`src/rtl/core_feeder_if.sv`:
```
// West/north word streams feeding core_feeder: the source drives data/valid,
// and the feeder drives ready.
interface core_feeder_if #(
  parameter int WIDTH = 16
);
  logic [WIDTH-1:0] s_w_data;
  logic             s_w_valid;
  logic             s_w_ready;
  logic [WIDTH-1:0] s_n_data;
  logic             s_n_valid;
  logic             s_n_ready;

  modport master (
    output s_w_data, s_w_valid, s_n_data, s_n_valid,
    input  s_w_ready, s_n_ready
  );

  modport slave (
    input  s_w_data, s_w_valid, s_n_data, s_n_valid,
    output s_w_ready, s_n_ready
  );
endinterface

```
`src/rtl/core_feeder.sv`:
```
// Collects CHUNK_SIZE-word chunks from two streams and presents them to a core for BLOCK_SIZE cycles.
// The optional accumulator watchdog is enabled by defining FEEDER_WATCHDOG_EN.
module core_feeder #(
  parameter int WIDTH           = 16,
  parameter int CHUNK_SIZE      = 4,
  parameter int BLOCK_SIZE      = 2,
  parameter int INNER_DIMENSION = 64,
  parameter int WATCHDOG_CYCLES = 256
) (
  input  logic                        clk,
  input  logic                        rst,
  input  logic                        start,
  core_feeder_if.slave                s,
  input  logic                        accumulator_done,
  output logic [WIDTH*CHUNK_SIZE-1:0] input_w,
  output logic [WIDTH*CHUNK_SIZE-1:0] input_n,
  output logic                        en,
  output logic                        reset_acc,
  output logic                        busy,
  output logic                        done,
  output logic                        timeout
);
  localparam int NCHUNK = INNER_DIMENSION / BLOCK_SIZE;
  localparam int BUSW   = WIDTH * CHUNK_SIZE;
  localparam int CW     = $clog2(CHUNK_SIZE + 1);
  localparam int KW     = (NCHUNK > 1) ? $clog2(NCHUNK) : 1;
  localparam int BW     = (BLOCK_SIZE > 1) ? $clog2(BLOCK_SIZE) : 1;

  typedef enum logic [2:0] {IDLE, CLEAR, FILL, ISSUE, WAIT_ACC, DONE} state_t;

  state_t          state_q, state_d;
  logic [CW-1:0]   w_cnt_q, w_cnt_d, n_cnt_q, n_cnt_d;
  logic [KW-1:0]   chunk_q, chunk_d;
  logic [BW-1:0]   blk_q, blk_d;
  logic [BUSW-1:0] w_bus_q, w_bus_d, n_bus_q, n_bus_d;
  logic            w_rdy_q, w_rdy_d, n_rdy_q, n_rdy_d;
  logic            en_q, en_d, reset_acc_q, reset_acc_d;
  logic            busy_q, busy_d, done_q, done_d;
  logic            w_fire, n_fire;

`ifdef FEEDER_WATCHDOG_EN
  localparam int WW = (WATCHDOG_CYCLES > 1) ? $clog2(WATCHDOG_CYCLES) : 1;
  logic [WW-1:0] wd_q, wd_d;
  logic          timeout_q, timeout_d;
`else
  // WATCHDOG_CYCLES has no effect in this build; referenced here only as a config guard.
  if (WATCHDOG_CYCLES < 1) begin : g_wd_cfg_unused
  end
`endif

  // Readies are only ever high in FILL, so a fire implies FILL.
  assign w_fire = s.s_w_valid && w_rdy_q;
  assign n_fire = s.s_n_valid && n_rdy_q;

  always_comb begin
    state_d = state_q;
    w_cnt_d = w_cnt_q;
    n_cnt_d = n_cnt_q;
    chunk_d = chunk_q;
    blk_d   = blk_q;
    w_bus_d = w_bus_q;
    n_bus_d = n_bus_q;
`ifdef FEEDER_WATCHDOG_EN
    wd_d      = '0;
    timeout_d = 1'b0;
`endif

    // Word k lands in slice k counted from the MSB end.
    for (int unsigned i = 0; i < CHUNK_SIZE; i++) begin
      if (w_fire && (w_cnt_q == CW'(i))) w_bus_d[BUSW-WIDTH*(i+1) +: WIDTH] = s.s_w_data;
      if (n_fire && (n_cnt_q == CW'(i))) n_bus_d[BUSW-WIDTH*(i+1) +: WIDTH] = s.s_n_data;
    end
    if (w_fire) w_cnt_d = w_cnt_q + CW'(1);
    if (n_fire) n_cnt_d = n_cnt_q + CW'(1);

    case (state_q)
      IDLE: if (start) state_d = CLEAR;
      CLEAR: begin
        w_cnt_d = '0;
        n_cnt_d = '0;
        chunk_d = '0;
        blk_d   = '0;
        state_d = FILL;
      end
      FILL: begin
        if ((w_cnt_d == CW'(CHUNK_SIZE)) && (n_cnt_d == CW'(CHUNK_SIZE))) begin
          blk_d   = '0;
          state_d = ISSUE;
        end
      end
      ISSUE: begin
        if (blk_q == BW'(BLOCK_SIZE - 1)) begin
          blk_d   = '0;
          w_cnt_d = '0;
          n_cnt_d = '0;
          if (chunk_q == KW'(NCHUNK - 1)) begin
            state_d = WAIT_ACC;
          end else begin
            chunk_d = chunk_q + KW'(1);
            state_d = FILL;
          end
        end else begin
          blk_d = blk_q + BW'(1);
        end
      end
      WAIT_ACC: begin
        if (accumulator_done) begin
          state_d = DONE;
`ifdef FEEDER_WATCHDOG_EN
        end else if (wd_q == WW'(WATCHDOG_CYCLES - 1)) begin
          timeout_d = 1'b1;
          state_d   = IDLE;
        end else begin
          wd_d = wd_q + WW'(1);
`endif
        end
      end
      DONE:    state_d = IDLE;
      default: state_d = IDLE;
    endcase

    // Outputs are registered as a function of the next state so they align with state_q.
    en_d        = (state_d == ISSUE);
    reset_acc_d = (state_d == CLEAR);
    busy_d      = (state_d != IDLE);
    done_d      = (state_d == DONE);
    w_rdy_d     = (state_d == FILL) && (w_cnt_d < CW'(CHUNK_SIZE));
    n_rdy_d     = (state_d == FILL) && (n_cnt_d < CW'(CHUNK_SIZE));
  end

  always_ff @(posedge clk or posedge rst) begin
    if (rst) begin
      state_q     <= IDLE;
      w_cnt_q     <= '0;
      n_cnt_q     <= '0;
      chunk_q     <= '0;
      blk_q       <= '0;
      w_bus_q     <= '0;
      n_bus_q     <= '0;
      w_rdy_q     <= 1'b0;
      n_rdy_q     <= 1'b0;
      en_q        <= 1'b0;
      reset_acc_q <= 1'b0;
      busy_q      <= 1'b0;
      done_q      <= 1'b0;
    end else begin
      state_q     <= state_d;
      w_cnt_q     <= w_cnt_d;
      n_cnt_q     <= n_cnt_d;
      chunk_q     <= chunk_d;
      blk_q       <= blk_d;
      w_bus_q     <= w_bus_d;
      n_bus_q     <= n_bus_d;
      w_rdy_q     <= w_rdy_d;
      n_rdy_q     <= n_rdy_d;
      en_q        <= en_d;
      reset_acc_q <= reset_acc_d;
      busy_q      <= busy_d;
      done_q      <= done_d;
    end
  end

`ifdef FEEDER_WATCHDOG_EN
  always_ff @(posedge clk or posedge rst) begin
    if (rst) begin
      wd_q      <= '0;
      timeout_q <= 1'b0;
    end else begin
      wd_q      <= wd_d;
      timeout_q <= timeout_d;
    end
  end
  assign timeout = timeout_q;
`else
  assign timeout = 1'b0;
`endif

  assign s.s_w_ready = w_rdy_q;
  assign s.s_n_ready = n_rdy_q;
  assign input_w     = w_bus_q;
  assign input_n     = n_bus_q;
  assign en          = en_q;
  assign reset_acc   = reset_acc_q;
  assign busy        = busy_q;
  assign done        = done_q;
endmodule

```
`src/flat_wrapper.sv`:
```
// flat-port wrapper written by rule: the top's interface ports become plain ports
module core_feeder_flat 
#(
  parameter int WIDTH           = 16,
  parameter int CHUNK_SIZE      = 4,
  parameter int BLOCK_SIZE      = 2,
  parameter int INNER_DIMENSION = 64,
  parameter int WATCHDOG_CYCLES = 256
)
  (clk, rst, start, accumulator_done, input_w, input_n, en, reset_acc, busy, done, timeout, s_s_w_data, s_s_w_valid, s_s_n_data, s_s_n_valid, s_s_w_ready, s_s_n_ready);
  core_feeder_if #(.WIDTH(WIDTH)) s_i ();
  input  logic clk;
  input  logic rst;
  input  logic start;
  input  logic accumulator_done;
  output logic [WIDTH*CHUNK_SIZE-1:0] input_w;
  output logic [WIDTH*CHUNK_SIZE-1:0] input_n;
  output logic en;
  output logic reset_acc;
  output logic busy;
  output logic done;
  output logic timeout;
  input wire logic [$bits(s_i.s_w_data)-1:0] s_s_w_data;
  input wire logic [$bits(s_i.s_w_valid)-1:0] s_s_w_valid;
  input wire logic [$bits(s_i.s_n_data)-1:0] s_s_n_data;
  input wire logic [$bits(s_i.s_n_valid)-1:0] s_s_n_valid;
  output wire logic [$bits(s_i.s_w_ready)-1:0] s_s_w_ready;
  output wire logic [$bits(s_i.s_n_ready)-1:0] s_s_n_ready;
  assign s_i.s_w_data = s_s_w_data;
  assign s_i.s_w_valid = s_s_w_valid;
  assign s_i.s_n_data = s_s_n_data;
  assign s_i.s_n_valid = s_s_n_valid;
  assign s_s_w_ready = s_i.s_w_ready;
  assign s_s_n_ready = s_i.s_n_ready;
  core_feeder #(.WIDTH(WIDTH), .CHUNK_SIZE(CHUNK_SIZE), .BLOCK_SIZE(BLOCK_SIZE), .INNER_DIMENSION(INNER_DIMENSION), .WATCHDOG_CYCLES(WATCHDOG_CYCLES)) u_core (.clk(clk), .rst(rst), .start(start), .s(s_i), .accumulator_done(accumulator_done), .input_w(input_w), .input_n(input_n), .en(en), .reset_acc(reset_acc), .busy(busy), .done(done), .timeout(timeout));
endmodule
```
`config.mk`:
```
export PLATFORM = sky130hd
export DESIGN_NAME = core_feeder_flat
export DESIGN_NICKNAME = d
export VERILOG_FILES = /design/src/rtl/core_feeder_if.sv /design/src/rtl/core_feeder.sv /design/src/flat_wrapper.sv
export SDC_FILE = /design/constraint.sdc
export NUM_CORES = 1
export LEC_CHECK = 0
export BUFFER_PORTS_ARGS = -buffer_cell sky130_fd_sc_hd__buf_2
export CAP_MARGIN = 20
export CORE_UTILIZATION = 30
export CTS_BUF_LIST = sky130_fd_sc_hd__clkbuf_4 sky130_fd_sc_hd__clkbuf_8 sky130_fd_sc_hd__clkbuf_16
export CTS_CLUSTER_DIAMETER = 60
export CTS_CLUSTER_SIZE = 10
export DETAILED_ROUTE_END_ITERATION = 7
export PLACE_DENSITY_LB_ADDON = 0.3
export SYNTH_ARGS = -nofsm -noshare
export SYNTH_HDL_FRONTEND = slang
export SYNTH_SLANG_ARGS = --single-unit
```
`constraint.sdc`:
```
create_clock -name clk -period 5.16 [get_ports clk]
set_input_delay 0.258 -clock clk [delete_from_list [all_inputs] [get_ports clk]]
set_output_delay 0.258 -clock clk [all_outputs]
set_load 0.01 [all_outputs]
```
Word-level counts from Yosys, hierarchy flattened --
Index checks and enable logic that the tools add are counted.
Word-level totals: logic and storage cells 84, bits in registers 149, input port bits 38, output and inout bits 135
Operators by class: add/sub/neg operators 4, muxes and demuxes 18, equal/unequal tests 20, reductions and logical operators 21, $lt $le $gt $ge 2
Operators with widths (number):
- $mux W3 | 9
- $eq A3 B2 Y1 const B | 8
- $pmux W3 S5 | 1
- $logic_and A1 B1 Y1 | 13
- $eq A3 B1 Y1 const B | 4
- $eq A3 B3 Y1 const B | 4
- $pmux W3 S2 | 2
- $mux W5 | 2
- $pmux W5 S2 | 1
- $logic_not A3 Y1 | 3
- $add A3 B1 Y3 const B | 2
- $lt A3 B3 Y1 const B | 2
- $reduce_bool A3 Y1 | 2
- $add A5 B1 Y5 const B | 1
- $eq A5 B5 Y1 const B | 1
- $ne A2 B1 Y1 const B | 2
- $pmux W1 S3 | 1
- $reduce_and A3 Y1 | 1
- $mux W1 | 2
- $ne A2 B2 Y1 const B | 1
- $reduce_and A2 Y1 | 1
- $reduce_bool A2 Y1 | 1
- $add A1 B1 Y1 const B | 1

Logic depth before layout (Yosys ltp) --
depth in word-level cells 8, depth in mapped cells 7, mapped depth without buffers 7

Worst setup path after synthesis --
OpenSTA, ideal clock, no wires.
kind reg-to-reg, start register u_core.chunk_q[0], end register u_core.chunk_q[3], required time 5083 ps, data arrival time 1805 ps, library setup time 77 ps, clock period less this slack 1882 ps, buffers on the path 0, stages on the path, launching flop included 8, slack 3278 ps, cell sequence dfrtp_1 ha_1 and3_1 ha_1 nand2b_2 a21o_4 or3_1 a21oi_1
On the way: longest elaborated chain between the ends 4, elaborated cells on any way between the ends 7, classes of those cells add/sub: 1; eq/ne: 2; mux: 3; reduce/logical: 1
Ends and longest elaborated chain:
- start: declaration | RTL line core_feeder.sv:33 | logic [KW-1:0] chunk_q, chunk_d;
- start signal: assignment | RTL line core_feeder.sv:150 | chunk_q <= chunk_d;
- $add A5 B1 Y5 | RTL line core_feeder.sv:99 | chunk_d = chunk_q + KW'(1);
- $mux W5 | RTL line core_feeder.sv:96 | if (chunk_q == KW'(NCHUNK - 1)) begin
- $mux W5 | RTL line core_feeder.sv:92 | if (blk_q == BW'(BLOCK_SIZE - 1)) begin
- $pmux W5 S2 | RTL line core_feeder.sv:76 | case (state_q)
Several ways; a longest one is shown, not always the timed one. The select of a mux whose other input is x is not followed. A chain may end at the register's enable or synchronous reset.

Worst setup path after layout --
start register u_core.n_cnt_q[0], end register u_core.n_bus_q[15] (netlist: u_core.input_n[15])
On the way: longest elaborated chain between the ends 2
Ends and longest elaborated chain:
- start: declaration | RTL line core_feeder.sv:32 | logic [CW-1:0] w_cnt_q, w_cnt_d, n_cnt_q, n_cnt_d;
- start signal: assignment | RTL line core_feeder.sv:149 | n_cnt_q <= n_cnt_d;
- $eq A3 B2 Y1 | RTL line core_feeder.sv:71 | if (n_fire && (n_cnt_q == CW'(i))) n_bus_d[BUSW-WIDTH*(i+1) +: WIDTH] = s.s_n_data;
- $logic_and A1 B1 Y1 | RTL line core_feeder.sv:71
- end signal: assignment | RTL line core_feeder.sv:153 | n_bus_q <= n_bus_d;
- end: declaration | RTL line core_feeder.sv:35 | logic [BUSW-1:0] w_bus_q, w_bus_d, n_bus_q, n_bus_d;
Every way passes these cells.

==> impl_metrics.json <==
{
  "status": "finished, violations left",
  "failed_checks": "negative hold slack",
  "finalClockSkew_ps": 7.97,
  "setup_viol": 0,
  "drt_iter0_drc": 131,
  "r2r_start": "u_core.n_cnt_q[0]",
  "drt-pass1-iter-count": 4,
  "worstReg2RegEnd": "u_core.input_n[15]",
  "yosysSeqAreaShare_pct": 62.6,
  "yosysTopAreaCellShare_pct": 62.6,
  "place.gp.congestion": 0.705,
  "via_per_inst": 4.46,
  "powerDensity_mw_per_mm2": 671,
  "rows": 51,
  "synth_area_mm2": 0.00596,
  "leakage_uw": 0.00370,
  "critPathKind": "flip-flop to flip-flop",
  "final_cell_mix": "buf_2, dfrtp_1, mux2_2",
  "start_kind": "flip-flop",
  "hold_viol_final": 4,
  "cp_common_cell": "ha_1",
  "drive_gt1_share_pct": 59.8,
  "clkLatencyLatePin_ps": 420,
  "num_antenna_cells": 0,
  "routed-via-count": 3793,
  "numCtsBuffers": 17,
  "clockRootBuffer": "clkbuf_16",
  "grt_max_degree": 88,
  "min_path_type": "input port to async pin",
  "switching_share_pct": 33.1,
  "dp_hpwl_mm": 9.30,
  "reg2reg_slack_ps": 3120,
  "io_buffers": 171,
  "ys_types": 31,
  "synthTopCellsByArea": "dfrtp_1, mux2_2, ha_1",
  "syn2layout_area_growth_pct": 29.0,
  "slowest_delay_ps": 630,
  "syn_nets": 442,
  "initial_utilization_pct": 30.6,
  "tightest_slew_ps": 886,
  "final.setup.tns_ps": 0,
  "end_kind": "flip-flop",
  "clkSinkCount": 149,
  "rsz0062_at_grt": "no",
  "worst_ep_required_time_ps": 5450,
  "vdd_drop_max_mv": 0.233,
  "worstPathArrival_ps": 2330,
  "slew_headroom_pct": 40.7,
  "postRouteAntennaNets": 0,
  "cp_max_fo": 16,
  "drt-total-wl_mm": 13.3,
  "clock_power_share_pct": 24.9,
  "r2r_cells": 4,
  "seqPwrFrac_pct": 39.5,
  "max_clock_freq_mhz": 491,
  "dieArea_mm2": 0.0204,
  "antenna_found_initial": 0,
  "core_mm2": 0.0195,
  "postCtsSetupBuffers": 0,
  "combPwrFrac_pct": 35.6,
  "fp.dieW_um": 143,
  "cts_resized": 0,
  "p_int_uw": 3450,
  "fin_crit_ps": 2040,
  "grt_overflow": 0,
  "maxCapViolCount": 0,
  "synth_area_per_cell_um2": 15.2,
  "finalPower_uw": 5160,
  "grt_pass1_wl_mm": 20.8,
  "grtUsageTotal_pct": 13.6,
  "cts_tree": "built",
  "cts_max_level": 4,
  "ys.warnings.count": 0,
  "layout_setup_ws_ps": 3120,
  "syn_inst": 392,
  "period_share_pct": 39.5,
  "fin_hold_ws_ps": -15.9,
  "ys_seq_elements": 149,
  "wire_per_inst_um": 15.6,
  "cts.clk_slew.worst_paths_ps": 60,
  "drc_errors": 0,
  "pre_cts_ws_ps": 3050,
  "maxSlewViolCount": 0,
  "final_nets": 622,
  "grt_pass1_vias": 3868,
  "hold_buffers": 0,
  "die_h_um": 143,
  "cts.path.max_buffers": 2,
  "cp_slowest_cell": "nand3_1",
  "power_switching_uw": 1710,
  "io_pins": 173,
  "layout_commonest_cell": "buf_2",
  "yosys.area.top_type": "dfrtp_1",
  "cp_cell_sequence": "ha_1 > ha_1 > nand3_1 > mux2_2"
}
-- cell usage after synthesis, drive strengths merged --
cell type	n
nor2	9
nand2b	5
a2111o	1
nor3	2
xnor2	2
or3	2
a21oi	9
mux2i	3
or2	3
ha	12
conb	1
a211oi	1
dfrtp	149
o31ai	3
inv	10
nor3b	6
o21ai	6
mux2	128
nand3	6
a21o	1
and3	2
nand2	20
buf	11
-- flip-flops by register name, indices dropped and copies added, names as in the netlist, 3 cells and up --
signal          count
u_core.n_cnt_q      3
u_core.w_cnt_q      3
u_core.state_q      3
u_core.chunk_q      5
u_core.input_n     64
u_core.input_w     64
-- power groups by stage --
stage          clock, µW  combinational, µW  sequential, µW
2_1_floorplan          0                860            2280
3_3_place_gp           0               1820            2030
3_5_place_dp           0               1870            2060
4_1_cts             1330               1870            2040
5_1_grt             1370               1990            2120
6_report            1290               1830            2040
-- cell type report --
cell class                      count  area, µm²
Clock buffer                       19        447
Multi-Input combinational cell    222       2100
Tap cell                          265        332
Inverter                           10       42.5
Sequential cell                   149       3730
Timing Repair Buffer              172        863
Clock inverter                     13        171
Fill cell                        1854      11800
-- kinds of logic (layout without fill, tap and decap cells) --
logic type | count (synthesis) | in the layout | share of synthesized area (%)
xor+xnor | 2 | 2 | 0.294
simple gates | 55 | 55 | 5.54
compound gates | 21 | 21 | 2.20
fa+ha+maj | 12 | 12 | 2.52
mux | 131 | 131 | 24.7
flops | 149 | 149 | 62.6
buf+inv | 21 | 214 | 2.12
other cells | 1 | 1 | 0.0629
-- worst max-delay path by stage --
stage	startpoint	end	slack (ps)
final	u_core.n_cnt_q[0]	u_core.input_n[15]	3120
after global routing	u_core.n_cnt_q[0]	u_core.input_n[6]	2870
after CTS	u_core.n_cnt_q[0]	u_core.input_n[6]	3040
after detailed placement	u_core.n_cnt_q[0]	u_core.input_n[4]	3050
after global placement	u_core.n_cnt_q[1]	u_core.input_n[4]	3140
after floorplan	rst	u_core.blk_q	890
-- per-layer routing --
layer	vias to the layer above	routed length (µm)	global-route usage, %
met5	-	0	0
met4	0	163	4.92
met3	14	705	4.46
met2	103	6800	23.2
met1	1944	5630	15.8
li1	1732	-	-
-- worst max-delay path: cells and delay by family, from the launching register on --
family	cells	cell delay [ps]
adder cells (fa/ha/maj)	2	350
flip-flops	1	410
multiplexers	1	530
AND/OR/NAND/NOR	1	630
-- through the flow --
stage	util (%)	cells	cell area, µm²
floorplan	-	392	5960
global placement	36.3	818	7070
detailed placement	36.3	818	7070
CTS	39.5	850	7690
global route	39.5	850	7690
finish	39.5	850	7690
No activity file was read; power rests on OpenSTA's default activity.
